==> config.mk <==
export PLATFORM = sky130hd
export DESIGN_NAME = ext_mem_arbiter_flat
export DESIGN_NICKNAME = d
export VERILOG_FILES = /design/src/rtl/ext_mem_arbiter_if.sv /design/src/rtl/ext_mem_arbiter.sv /design/src/flat_wrapper.sv
export SDC_FILE = /design/constraint.sdc
export NUM_CORES = 1
export LEC_CHECK = 0
export ABC_AREA = 1
export BUFFER_PORTS_ARGS = -buffer_cell sky130_fd_sc_hd__buf_2
export CAP_MARGIN = 20
export CORE_ASPECT_RATIO = 1.1
export CORE_UTILIZATION = 45
export CTS_BUF_LIST = sky130_fd_sc_hd__clkbuf_4 sky130_fd_sc_hd__clkbuf_8
export DETAILED_ROUTE_END_ITERATION = 10
export GPL_TIMING_DRIVEN = 0
export PLACE_DENSITY_LB_ADDON = 0.3
export SYNTH_ARGS = -nofsm -noshare
export SYNTH_HDL_FRONTEND = slang
export SYNTH_SLANG_ARGS = --single-unit
export TNS_END_PERCENT = 100
==> constraint.sdc <==
create_clock -name clk -period 5 [get_ports clk]
set_clock_uncertainty 0.15 [all_clocks]
set_input_delay 0.75 -clock clk [delete_from_list [all_inputs] [get_ports clk]]
set_output_delay 0.75 -clock clk [all_outputs]
set_load 0.03 [all_outputs]
==> src/rtl/ext_mem_arbiter_if.sv <==
// Bus bundle between the arbiter, its imem/dmem requesters and external memory.
// Modports: slave = arbiter side, master = requester/memory side.
interface ext_mem_arbiter_if #(
  parameter int WORD_SIZE = 32
);
  logic                 imem_req;
  logic [31:0]          imem_addr;
  logic [WORD_SIZE-1:0] imem_rdata;
  logic                 imem_ack;
  logic                 dmem_req;
  logic                 dmem_we;
  logic [31:0]          dmem_addr;
  logic [WORD_SIZE-1:0] dmem_wdata;
  logic [WORD_SIZE-1:0] dmem_rdata;
  logic                 dmem_ack;
  logic [31:0]          mem_addr;
  logic                 en_ext_mem_re;
  logic                 en_ext_mem_wr;
  logic [WORD_SIZE-1:0] data_in;
  logic [WORD_SIZE-1:0] data_out;
  logic                 mem_ready;
  logic                 busy;
  logic                 err;

  modport slave (
    input  imem_req, imem_addr,
    output imem_rdata, imem_ack,
    input  dmem_req, dmem_we, dmem_addr, dmem_wdata,
    output dmem_rdata, dmem_ack,
    output mem_addr, en_ext_mem_re, en_ext_mem_wr, data_in,
    input  data_out, mem_ready,
    output busy, err
  );

  modport master (
    output imem_req, imem_addr,
    input  imem_rdata, imem_ack,
    output dmem_req, dmem_we, dmem_addr, dmem_wdata,
    input  dmem_rdata, dmem_ack,
    input  mem_addr, en_ext_mem_re, en_ext_mem_wr, data_in,
    output data_out, mem_ready,
    input  busy, err
  );
endinterface

==> src/rtl/ext_mem_arbiter.sv <==
// Shares one external memory port between imem and dmem (dmem priority,
// starvation guard for imem). Ports: clk, rst (async, active-low), bus
// (ext_mem_arbiter_if.slave: req/ack/rdata per requester, external
// addr/enables/data, busy, err). Optional ARB_TIMEOUT_EN adds op timeout.
module ext_mem_arbiter #(
  parameter int WORD_SIZE      = 32,
  parameter int STARVE_LIMIT   = 4,
  parameter int TIMEOUT_CYCLES = 64
) (
  input logic              clk,
  input logic              rst,
  ext_mem_arbiter_if.slave bus
);

  typedef enum logic [1:0] {
    IDLE    = 2'd0,
    IMEM_OP = 2'd1,
    DMEM_OP = 2'd2
  } state_t;

  localparam int SW =
    (STARVE_LIMIT > 0) ? $clog2(STARVE_LIMIT + 1) : 1;
  localparam logic [SW-1:0] SLIM = SW'(STARVE_LIMIT);

  state_t               state_q, state_d;
  logic [SW-1:0]        starve_q, starve_d;
  logic [31:0]          addr_q, addr_d;
  logic                 re_q, re_d;
  logic                 wr_q, wr_d;
  logic [WORD_SIZE-1:0] din_q, din_d;
  logic [WORD_SIZE-1:0] irdata_q, irdata_d;
  logic [WORD_SIZE-1:0] drdata_q, drdata_d;
  logic                 iack_q, iack_d;
  logic                 dack_q, dack_d;

  logic ireq, dreq, starve_hit;
  logic gnt_i, gnt_d;
  logic in_op, done, abort, to_hit;

  // A requester still holding req in its ack cycle must not restart.
  assign ireq = bus.imem_req & ~iack_q;
  assign dreq = bus.dmem_req & ~dack_q;

  assign starve_hit = (STARVE_LIMIT != 0) && (starve_q == SLIM);
  assign gnt_i = ireq & (~dreq | starve_hit);
  assign gnt_d = dreq & ~gnt_i;

  assign in_op = (state_q != IDLE);
  assign done  = in_op & bus.mem_ready;
  assign abort = in_op & to_hit;

`ifdef ARB_TIMEOUT_EN
  localparam int TW = $clog2(TIMEOUT_CYCLES + 1);

  logic [TW-1:0] tcnt_q, tcnt_d;
  logic          err_q;

  // mem_ready on the final cycle wins over the abort.
  assign to_hit = ~bus.mem_ready &&
    (tcnt_q == TW'(TIMEOUT_CYCLES - 1));

  always_comb begin
    tcnt_d = '0;
    if (in_op && !bus.mem_ready) tcnt_d = tcnt_q + 1'b1;
  end

  always_ff @(posedge clk or negedge rst) begin
    if (!rst) begin
      tcnt_q <= '0;
      err_q  <= 1'b0;
    end else begin
      tcnt_q <= tcnt_d;
      err_q  <= abort;
    end
  end

  assign bus.err = err_q;
`else
  // No timeout in this build: the op state waits for mem_ready forever.
  assign to_hit  = (TIMEOUT_CYCLES < 0);
  assign bus.err = 1'b0;
`endif

  always_comb begin
    state_d  = state_q;
    starve_d = starve_q;
    addr_d   = addr_q;
    re_d     = re_q;
    wr_d     = wr_q;
    din_d    = din_q;
    irdata_d = irdata_q;
    drdata_d = drdata_q;
    iack_d   = 1'b0;
    dack_d   = 1'b0;
    unique case (state_q)
      IDLE: begin
        unique case (1'b1)
          gnt_d: begin
            state_d = DMEM_OP;
            addr_d  = bus.dmem_addr;
            re_d    = ~bus.dmem_we;
            wr_d    = bus.dmem_we;
            din_d   = bus.dmem_wdata;
            if (bus.imem_req && starve_q != SLIM)
              starve_d = starve_q + 1'b1;
          end
          gnt_i: begin
            state_d  = IMEM_OP;
            addr_d   = bus.imem_addr;
            re_d     = 1'b1;
            wr_d     = 1'b0;
            din_d    = '0;
            starve_d = '0;
          end
          default: ;
        endcase
      end
      IMEM_OP, DMEM_OP: begin
        if (done || abort) begin
          state_d = IDLE;
          addr_d  = '0;
          re_d    = 1'b0;
          wr_d    = 1'b0;
          din_d   = '0;
          if (state_q == IMEM_OP) begin
            iack_d   = 1'b1;
            irdata_d = done ? bus.data_out : '0;
          end else begin
            dack_d   = 1'b1;
            drdata_d = (done && !wr_q) ? bus.data_out : '0;
          end
        end
      end
      default: state_d = IDLE;
    endcase
  end

  always_ff @(posedge clk or negedge rst) begin
    if (!rst) begin
      state_q  <= IDLE;
      starve_q <= '0;
      addr_q   <= '0;
      re_q     <= 1'b0;
      wr_q     <= 1'b0;
      din_q    <= '0;
      irdata_q <= '0;
      drdata_q <= '0;
      iack_q   <= 1'b0;
      dack_q   <= 1'b0;
    end else begin
      state_q  <= state_d;
      starve_q <= starve_d;
      addr_q   <= addr_d;
      re_q     <= re_d;
      wr_q     <= wr_d;
      din_q    <= din_d;
      irdata_q <= irdata_d;
      drdata_q <= drdata_d;
      iack_q   <= iack_d;
      dack_q   <= dack_d;
    end
  end

  assign bus.mem_addr      = addr_q;
  assign bus.en_ext_mem_re = re_q;
  assign bus.en_ext_mem_wr = wr_q;
  assign bus.data_in       = din_q;
  assign bus.imem_rdata    = irdata_q;
  assign bus.dmem_rdata    = drdata_q;
  assign bus.imem_ack      = iack_q;
  assign bus.dmem_ack      = dack_q;
  assign bus.busy          = in_op;

endmodule

==> src/flat_wrapper.sv <==
// flat-port wrapper written by rule: the top's interface ports become plain ports
module ext_mem_arbiter_flat 
#(
  parameter int WORD_SIZE      = 32,
  parameter int STARVE_LIMIT   = 4,
  parameter int TIMEOUT_CYCLES = 64
)
  (clk, rst, bus_imem_req, bus_imem_addr, bus_imem_rdata, bus_imem_ack, bus_dmem_req, bus_dmem_we, bus_dmem_addr, bus_dmem_wdata, bus_dmem_rdata, bus_dmem_ack, bus_mem_addr, bus_en_ext_mem_re, bus_en_ext_mem_wr, bus_data_in, bus_data_out, bus_mem_ready, bus_busy, bus_err);
  ext_mem_arbiter_if #(.WORD_SIZE(WORD_SIZE)) bus_i ();
  input logic clk;
  input logic rst;
  input wire logic [$bits(bus_i.imem_req)-1:0] bus_imem_req;
  input wire logic [$bits(bus_i.imem_addr)-1:0] bus_imem_addr;
  output wire logic [$bits(bus_i.imem_rdata)-1:0] bus_imem_rdata;
  output wire logic [$bits(bus_i.imem_ack)-1:0] bus_imem_ack;
  input wire logic [$bits(bus_i.dmem_req)-1:0] bus_dmem_req;
  input wire logic [$bits(bus_i.dmem_we)-1:0] bus_dmem_we;
  input wire logic [$bits(bus_i.dmem_addr)-1:0] bus_dmem_addr;
  input wire logic [$bits(bus_i.dmem_wdata)-1:0] bus_dmem_wdata;
  output wire logic [$bits(bus_i.dmem_rdata)-1:0] bus_dmem_rdata;
  output wire logic [$bits(bus_i.dmem_ack)-1:0] bus_dmem_ack;
  output wire logic [$bits(bus_i.mem_addr)-1:0] bus_mem_addr;
  output wire logic [$bits(bus_i.en_ext_mem_re)-1:0] bus_en_ext_mem_re;
  output wire logic [$bits(bus_i.en_ext_mem_wr)-1:0] bus_en_ext_mem_wr;
  output wire logic [$bits(bus_i.data_in)-1:0] bus_data_in;
  input wire logic [$bits(bus_i.data_out)-1:0] bus_data_out;
  input wire logic [$bits(bus_i.mem_ready)-1:0] bus_mem_ready;
  output wire logic [$bits(bus_i.busy)-1:0] bus_busy;
  output wire logic [$bits(bus_i.err)-1:0] bus_err;
  assign bus_i.imem_req = bus_imem_req;
  assign bus_i.imem_addr = bus_imem_addr;
  assign bus_imem_rdata = bus_i.imem_rdata;
  assign bus_imem_ack = bus_i.imem_ack;
  assign bus_i.dmem_req = bus_dmem_req;
  assign bus_i.dmem_we = bus_dmem_we;
  assign bus_i.dmem_addr = bus_dmem_addr;
  assign bus_i.dmem_wdata = bus_dmem_wdata;
  assign bus_dmem_rdata = bus_i.dmem_rdata;
  assign bus_dmem_ack = bus_i.dmem_ack;
  assign bus_mem_addr = bus_i.mem_addr;
  assign bus_en_ext_mem_re = bus_i.en_ext_mem_re;
  assign bus_en_ext_mem_wr = bus_i.en_ext_mem_wr;
  assign bus_data_in = bus_i.data_in;
  assign bus_i.data_out = bus_data_out;
  assign bus_i.mem_ready = bus_mem_ready;
  assign bus_busy = bus_i.busy;
  assign bus_err = bus_i.err;
  ext_mem_arbiter #(.WORD_SIZE(WORD_SIZE), .STARVE_LIMIT(STARVE_LIMIT), .TIMEOUT_CYCLES(TIMEOUT_CYCLES)) u_core (.clk(clk), .rst(rst), .bus(bus_i));
endmodule
==> impl_metrics.toml <==
[min_path]
hold_path.class = "in -> async"

[timing]
relSlewSlack_pct = 63.77
drv_slew = 0
fin_ws_ns = 2.488
period_share_pct = 50.23
fmax_mhz = 398.2
rsz0062_at_grt = "no"
fin_tns_setup_ns = 0
worstMarginPinSlew_ns = 0.5435
setup_violations = 0
whs_ns = 0.08457
finalHoldViolCount = 0
period_needed_ns = 2.512

[worst_setup_path]
startpoint = "u_core.state_q[0]"
critPathKind = "reg -> out"
path_cells = "inv_1 > ha_1 > inv_2 > buf_2"
worstPathArrival_ns = 1.61
critical-path-top-delay-family = "buffers and inverters"
start_kind = "register"
worstPathRequired_ns = 4.10
worst-path-buf-inv = 3
worstReg2RegStart = "u_core.state_q[0]"
slowest_delay_ns = 0.42
cp_max_fo = 7
crit_slowest_cell = "dfrtp_1"
cp-end-kind = "output port"

[cts]
post_cts_resized = 0
cts_tree = "built"
postCtsSetupBuffers = 0
postCtsHoldBufs = 0
cts_sinks = 137
clk_path_buf_depth = 2
clkTransAtPathRegs_ns = 0.07
insertion_delay_ns = 0.45
htreeDepth = 4
cts_root_buffer = "clkbuf_8"
numCtsBuffers = 17

[cells_and_area]
drive_gt1_share_pct = 38.35
diodes = 0
fin_area_mm2 = 0.008436
syn2layout_area_growth_pct = 31.50
num-fill-cells = 1298
final_common_cell = "buf_2"
final_cell_mix = "271 x buf_2, 143 x nand2_1, 137 x dfrtp_1"
nets = 1124

[yosys]
synthesis.nets = 838
avgSynthCellArea_um2 = 9.204
synth_area_mm2 = 0.006415
synth_cells = 697
ys_seq_elements = 137
yosysSeqAreaShare_pct = 53.44
synth_cell_types = 31
yosys_warnings = 0

[routing]
routedWlPerCell_um = 14.39
vias_per_cell = 4.916
wirelength_mm = 17.04
firstDrtPassIters = 5
first_iter_violations = 345
dr_total_vias = 5820
drc_errors = 0
ant_nets = 0

[placed_design]
dpl.hpwl_mm = 12.90
place_ws_ns = 2.664
place_area_mm2 = 0.008015
gp_congestion = 0.8099
port_buffers = 266

[global_route]
grtUsageTotal_pct = 24.19
first_global_vias = 5552
grt-ovfl-total = 0
grt_max_degree = 89
grt_pass1_wl_mm = 27.23
antenna_found_initial = 1

[floorplan]
ios = 268
dieArea_mm2 = 0.01474
num_rows = 45
initial_utilization_pct = 46.31
die_y_um = 127.2
core_area_mm2 = 0.01385
die_x_um = 115.8

[job]
maxCapViolCount = 0

[power_and_ir_drop]
power_mw = 6.429
power_density_mw_per_mm2 = 762.2
leakage_nw = 4.702
ir_drop_mv = 0.4312

[outcome]
outcome = "completed"
==> sequential cells by signal, summed over array words and instances, names as in the netlist <==
name / cells
u_core.bus.en_ext_mem_re: 1
u_core.bus.dmem_rdata: 32
u_core.bus.en_ext_mem_wr: 1
u_core.state_q: 2
u_core.bus.imem_rdata: 32
u_core.bus.mem_addr: 32
u_core.bus.data_in: 32
u_core.starve_q: 3
u_core.bus.imem_ack: 1
u_core.bus.dmem_ack: 1
==> worst reg2reg max path, cell delays in order, from the launching register on <==
cell and delay, ns:
dfrtp_1 0.42, inv_1 0.09, ha_1 0.38, inv_2 0.14
buf_2 0.25, buf_1 0.46, nand3_1 0.18, o21ai_1 0.15
==> where the power goes <==
part	total, mW	switching (mW)	internal [mW]	leakage, nW
logic	3.62	2.44	1.18	2.73
registers	1.86	0.245	1.61	1.75
clock network	0.953	0.423	0.530	0.217
total	6.43	3.11	3.32	4.70
==> path summary, 6_finish.rpt <==
| check | to | slack (ns) | cells after the start |
|---|---|---|---|
| worst max-delay path | bus_busy | 2.49 | 4 |
| max in group asynchronous | u_core.starve_q[2] | 3.84 | 2 |
| worst max register to register | u_core.bus.mem_addr[30] | 2.71 | 7 |
| worst min register to register | u_core.bus.mem_addr[0] | 0.33 | 2 |
| min in group clk | u_core.bus.mem_addr[0] | 0.33 | 2 |
| worst min-delay path | u_core.bus.imem_rdata[11] | 0.08 | 1 |
==> synthesized netlist by cell type <==
cell      instances  area share (%)
nand2_1         143             8.4
dfrtp_1         137              53
nand3_1         131              10
inv_1            75             4.4
o21ai_0          57             4.4
mux2_2           30             5.3
o21ai_1          28             2.2
clkbuf_1         20             1.2
o21ai_2          17             2.3
ha_1              7             1.4
buf_1             6            0.35
buf_2             6            0.47
buf_12            5             1.6
buf_6             4            0.70
inv_2             4            0.23
buf_4             3            0.35
buf_8             3            0.70
clkbuf_2          3            0.23
nor2_1            3            0.18
mux2_1            2            0.35
nand2_2           2            0.20
nand2_4           2            0.35
a21oi_1           1           0.078
conb_1            1           0.058
nand3_2           1            0.16
nand3_4           1            0.27
nand4_1           1           0.098
nor3_1            1           0.078
o211ai_2          1            0.20
o31ai_1           1            0.12
or2_2             1           0.098
==> metrics by stage <==
stage | std cells | utilization, %
after floorplan | 697 | -
after global placement | 1151 | 57.62
after detailed placement | 1152 | 57.87
after CTS | 1184 | 60.90
after global routing | 1184 | 60.90
final | 1184 | 60.90
==> routing by layer <==
metal	part of all wire [%]	wire length, um	GRT usage [%]	vias up
met5	0.076	13	0	-
met4	2.7	467	9.955	2
met3	6.6	1131	7.258	39
met2	48	8169	38.94	210
met1	43	7255	30.23	2726
li1	-	-	-	2843
==> cell families (layout without fill, tap and decap cells) <==
| logic type | Yosys count | after routing | share of synthesized area [%] |
|---|---|---|---|
| DFF | 137 | 137 | 53.44 |
| buffers and inverters | 129 | 428 | 10.16 |
| and+or+nand+nor | 286 | 286 | 20.01 |
| other | 1 | 1 | 0.05846 |
| AOI/OAI and AO/OA | 105 | 105 | 9.342 |
| adders and majority gates | 7 | 7 | 1.365 |
| muxes | 32 | 32 | 5.617 |
==> cell type report <==
| type | count | area, um^2 | share of cell area [%] |
|---|---|---|---|
| Sequential cell | 137 | 3428 | 40.64 |
| Clock inverter | 11 | 143.9 | 1.706 |
| Multi-Input combinational cell | 431 | 2335 | 27.68 |
| Buffer | 50 | 355.3 | 4.212 |
| Inverter | 79 | 296.5 | 3.515 |
| Tap cell | 188 | 235.2 | 2.788 |
| Clock buffer | 21 | 276.5 | 3.278 |
| Timing Repair Buffer | 267 | 1365 | 16.18 |
No activity file was read; power rests on OpenSTA's default activity.
